## src/rtl/alu_div_seq.sv

```systemverilog
// alu_div_seq: sequences a shared combinational ALU as a 4-bit unsigned restoring divider,
// producing one quotient bit per clock behind a start/busy/done handshake.
module alu_div_seq #(
    parameter int         W      = 4,
    parameter logic [4:0] F_SUB  = 5'b00011,
    parameter logic [4:0] F_IDLE = 5'b00000
) (
    input  logic         clk,
    input  logic         rst_n,
    input  logic         start,
    input  logic [W-1:0] dividend,
    input  logic [W-1:0] divisor,
    output logic         busy,
    output logic         done,
    output logic         div_by_zero,
    output logic [W-1:0] quotient,
    output logic [W-1:0] remainder,
    output logic [W-1:0] alu_a,
    output logic [W-1:0] alu_b,
    output logic [4:0]   alu_f,
    input  logic [W-1:0] alu_y
);
    typedef enum logic [1:0] {IDLE, RUN, DONE} state_t;
    state_t                 state;
    logic [W-1:0]           r, q, d;
    logic [$clog2(W)-1:0]   cnt;
    logic [W:0]             s;
    logic                   ge;
    logic [W-1:0]           r_nx, q_nx;
    // Partial remainder shifted left with the next dividend bit; a set S[W] always means S >= D.
    always_comb begin
        s       = {r, q[cnt]};
        ge      = s >= {1'b0, d};
        r_nx    = ge ? alu_y : s[W-1:0];
        q_nx    = q;
        q_nx[cnt] = ge;
    end
    assign busy  = state == RUN;
    assign done  = state == DONE;
    assign alu_f = busy ? F_SUB : F_IDLE;
    assign alu_a = busy ? s[W-1:0] : '0;
    assign alu_b = busy ? d : '0;
    always_ff @(posedge clk or negedge rst_n) begin
        if (!rst_n) begin
            state       <= IDLE;
            r           <= '0;
            q           <= '0;
            d           <= '0;
            cnt         <= '0;
            quotient    <= '0;
            remainder   <= '0;
            div_by_zero <= 1'b0;
        end else begin
            case (state)
                IDLE: if (start) begin
                    d   <= divisor;
                    q   <= dividend;
                    r   <= '0;
                    cnt <= '1;
                    if (divisor == '0) begin
                        state       <= DONE;
                        quotient    <= '1;
                        remainder   <= dividend;
                        div_by_zero <= 1'b1;
                    end else begin
                        state       <= RUN;
                        div_by_zero <= 1'b0;
                    end
                end
                RUN: begin
                    r <= r_nx;
                    q <= q_nx;
                    if (cnt == '0) begin
                        state     <= DONE;
                        quotient  <= q_nx;
                        remainder <= r_nx;
                    end else begin
                        cnt <= cnt - 1'b1;
                    end
                end
                default: state <= IDLE;
            endcase
        end
    end
endmodule

```

## config.mk

```make
export PLATFORM = sky130hd
export DESIGN_NAME = alu_div_seq
export DESIGN_NICKNAME = d
export VERILOG_FILES = /design/src/rtl/alu_div_seq.sv
export SDC_FILE = /design/constraint.sdc
export NUM_CORES = 1
export LEC_CHECK = 0
export ABC_CLOCK_PERIOD_IN_PS = 2600
export BUFFER_PORTS_ARGS = -buffer_cell sky130_fd_sc_hd__buf_2
export CELL_PAD_IN_SITES_DETAIL_PLACEMENT = 0
export CELL_PAD_IN_SITES_GLOBAL_PLACEMENT = 1
export CORE_MARGIN = 3
export CORE_UTILIZATION = 38
export DETAILED_ROUTE_END_ITERATION = 10
export GPL_ROUTABILITY_DRIVEN = 0
export PLACE_DENSITY = 0.79
export SYNTH_ARGS = -nofsm -noshare
export SYNTH_HDL_FRONTEND = slang
export SYNTH_SLANG_ARGS = --single-unit
```

## constraint.sdc

```tcl
create_clock -name clk -period 2.6 [get_ports clk]
set_clock_uncertainty 0.2 [all_clocks]
set_input_delay 0 -clock clk [delete_from_list [all_inputs] [get_ports clk]]
set_output_delay 0 -clock clk [all_outputs]
set_load 0.02 [all_outputs]
```

==> results list <==
* Status: finished, final reports clean
- Setup total negative slack: 0 ns
- The final-report hold violation count was 0.
- Across the run, the number of max-cap violations was 0.
- The clock passes through at most 2 buffers.
- In the routed design, unresolved DRC markers number 0.
- Post-route standard cell area excluding fillers: ~1800 um^2
- Worst-case vdd ir drop: roughly 0.44 mV
* Slew HR: 0.6097
- In this run the critical register-to-register path is launched from cnt[0].
- Sequential element share of the synthesized area: 0.4440
* Period utilization: 0.9047
- Among the stages of the critical path, the cell type that occurs most often is sky130_fd_sc_hd__inv_1.
- The floorplan step defined a die boundary enclosing about 4500 um^2.
- The setup path with the least slack is of type reg2reg.
- The number of gates resized after CTS was 0.
- After synthesis the netlist holds a flip-flop and latch count of 25.
- H-Tree Depth: 1
- The later pin in the worst-skew pair is clocked with a latency of ~0.27 ns.
- After synthesis, the cell types taking the most area are sky130_fd_sc_hd__dfrtp_1 44%, sky130_fd_sc_hd__ha_1 7.1%, sky130_fd_sc_hd__nand2_1 6.7%.
- The average instance in the mapped netlist occupies 9.089 um^2.
* Worst Path Buf+Inv: 2
- Total leakage power: between 0.8 and 0.9 nW
* Count of input and output buffers: 35
- The largest individual stage delay along the critical path comes from the cell sky130_fd_sc_hd__mux4_2.
* Antenna violation net count after detailed routing: 0
- The biggest area contributor in the post-synthesis netlist is sky130_fd_sc_hd__dfrtp_1.
* RSZ-0062 raised after global routing: no
- Minimum clock period after layout: about 2.4 ns
* Area post-placement: between 1500 and 2000 um^2
* Crit path largest cell delay: ~0.54 ns
- R2r endpoint: remainder[2]
* Power per unit of standard cell area: ~1300 nW/um^2
* Effective utilization at floorplan: 0.4093
- The worst setup path is captured at a register.
- Finished Layout Cells: 250
- Number of detailed-route iterations in the first pass: 5
- For the worst setup path, the data arrival time is between 2 and 2.5 ns.
- Post-layout total power: 2.396 mW
* Placed insts: 231
* Critical path startpoint category: register
- Detailed Route Iter0 Violations: 66
- Kind of cell adding the most delay to the critical path: compound AO/OA/AOI/OAI gates
* Distinct cell type count after synthesis: 31
- GRT Total Usage: 0.1725
- At the worst endpoint, the required time is between 2 and 3 ns.
- Final count of negative-setup-slack endpoints: 0
- The net count of the finished layout is 228.
- Synthesis handed over a netlist of 155 instances.
* Cells along the critical path: mux4_2 > inv_1 > ha_1 > inv_1 > a21oi_2 > o21ai_0 > a21o_1 > a31oi_1
* Root buffer selected by CTS: sky130_fd_sc_hd__clkbuf_8
- Vias in the first global route: 1233
* Height of the die: around 67 um
- Number of inserted diodes: 0
* Routed wire length: approximately 3500 um
- The first global-routing pass estimated just under 6000 um of wire.
- Across all layers, the routed design uses between 1000 and 1500 vias.
- The floorplan step set the die width to 66.89 um.
- The min-delay analysis places its worst path in the category in2async.
- Minimum setup slack among reg-to-reg paths: about 0.25 ns
- Yosys printed 0 warnings.
- In the final routed layout, each cell accounts on average for about 14 um.
* HPWL after detailed placement: roughly 2600 um
- Reg clk slew, reported paths: 0.09 ns
* Growth of design area from synthesis to finish: 27.62%
* Post-Syn Area: 1409 um^2
* Hold Worst Slack: 0.05796 ns
* Clock buffer count from CTS: 3
- The number of max-slew violations in the final report came to 0.
- For the pin with the worst max-slew slack, the measured transition is approximately 0.59 ns.
- For this design the top-level I/O count stands at 39.
- Layout cell share with drive strength beyond 1: 0.2255
* Clk sinks: 25
- Once routing completed, OpenROAD measured the worst setup slack at 0.2478 ns.
- The floorplan has 21 rows.
- The number of antenna violations at the first check in global routing came to 0.
* Total overflow reported by the global router: 0
- Maximum number of pins on one net before global-route repair: 26
- TritonCTS built the clock tree.
- Top-area cell type share of the netlist area: 0.4440
- Worst slack after detailed placement: about 0.25 ns
- Derived from the worst setup path, the maximum achievable clock frequency is between 400 and 500 MHz.
- Using the TritonRoute via totals, the vias-per-cell ratio works out to just over 5.
- Counting cells, the worst reg-to-reg path comes to 8.
- For this run, the share of the core covered by cells in the final layout is 0.5224.
* Maximum fanout along the worst path: 6
- Core Region: roughly 3400 um^2
==> area by class of cell <==
cell class / count / area [um^2]
Sequential cell: 25 / 625.6
Multi-Input combinational cell: 115 / 699.4
Inverter: 8 / 30.03
Tap cell: 46 / 57.56
Fill cell: 327 / 1644
Timing Repair Buffer: 52 / 340.3
Clock buffer: 4 / 45.04
==> repair_timing <==
item / 4_1_cts / 5_1_grt
setup buffers: 0 / 0
endpoints found under the hold margin: 44 / 0
hold buffers: 15 / 0
==> power by group <==
group | internal [mW] | leakage (nW) | total, mW | switching (mW)
Sequential | 0.568 | 0.292 | 0.704 | 0.136
Combinational | 0.560 | 0.561 | 1.46 | 0.898
Clock | 0.110 | 0.0228 | 0.234 | 0.124
==> cells by family (layout without fill, tap and decap cells) <==
group                    after synthesis  in the layout  share of synthesized area
buffers and inverters                 17             64                    0.06483
AND/OR/NAND/NOR                       65             65                     0.2203
other                                  1              3                   0.002662
adder cells (fa/ha/maj)                8              8                    0.07105
AO/OA/AOI/OAI                         38             38                     0.1812
flip-flops                            25             25                     0.4440
multiplexers                           1              1                    0.01598
==> flip-flops by register name (all words and copies together) (netlist names) <==
register and count:
cnt 2, d 4, div_by_zero 1, q 4
quotient 4, r 4, remainder 4, state 2
==> how the worst max path moves through the flow <==
stage	slack [ns]	startpoint	cells past startpoint	to
after detailed placement	0.25	cnt[0]	8	remainder[2]
after CTS	0.23	cnt[0]	8	remainder[2]
after floorplan	0.43	cnt[0]	8	q[3]
after global placement	0.32	cnt[0]	8	remainder[3]
after global routing	0.05	cnt[0]	8	remainder[2]
final	0.25	cnt[0]	8	remainder[2]
==> routing by layer <==
metal / share of wire / up-vias / GRT usage / wire, um
met1: 0.44 / 605 / 0.2178 / 1556
met3: 0.044 / 5 / 0.01686 / 154
met5: 0 / - / 0 / 0
met4: 0.014 / 0 / 0.06582 / 50
met2: 0.50 / 32 / 0.3007 / 1760
li1: - / 624 / - / -
==> cells in the mapped netlist, drive strengths merged <==
library cell	number
a211o	1
a211oi	1
a21o	6
a21oi	7
a221o	2
a31oi	5
and2	4
buf	7
clkbuf	2
conb	1
dfrtp	25
ha	8
inv	8
mux4	1
nand2	25
nand2b	1
nand3	4
nand3b	1
nand4b	1
nor2	23
nor2b	1
nor3	1
nor3b	3
nor4	1
o21ai	10
o22a	3
o22ai	3
==> cell usage in the layout (no fill, tap or decap) <==
cell type                       instances
sky130_fd_sc_hd__a21oi_1                5
sky130_fd_sc_hd__ha_1                   8
sky130_fd_sc_hd__nor3_1                 1
sky130_fd_sc_hd__nor2b_1                1
sky130_fd_sc_hd__nand4b_1               1
sky130_fd_sc_hd__inv_1                  8
sky130_fd_sc_hd__and2_1                 4
sky130_fd_sc_hd__nand2b_1               1
sky130_fd_sc_hd__buf_4                  2
sky130_fd_sc_hd__a211o_1                1
sky130_fd_sc_hd__buf_2                 35
sky130_fd_sc_hd__nand3b_1               1
sky130_fd_sc_hd__nand3_1                4
sky130_fd_sc_hd__o22a_1                 3
sky130_fd_sc_hd__nor2_1                22
sky130_fd_sc_hd__dfrtp_1               25
sky130_fd_sc_hd__conb_1                 3
sky130_fd_sc_hd__a211oi_2               1
sky130_fd_sc_hd__mux4_2                 1
sky130_fd_sc_hd__nor3b_1                3
sky130_fd_sc_hd__nand2_1               25
sky130_fd_sc_hd__a21oi_2                2
sky130_fd_sc_hd__nor2_4                 1
sky130_fd_sc_hd__clkbuf_8               3
sky130_fd_sc_hd__a221o_1                2
sky130_fd_sc_hd__a21o_1                 6
sky130_fd_sc_hd__a31oi_1                5
sky130_fd_sc_hd__clkbuf_1               1
sky130_fd_sc_hd__dlygate4sd3_1         15
sky130_fd_sc_hd__o21ai_0               10
sky130_fd_sc_hd__o22ai_1                3
sky130_fd_sc_hd__nor4_4                 1
Note: power is estimated with default switching activity, not from simulation.
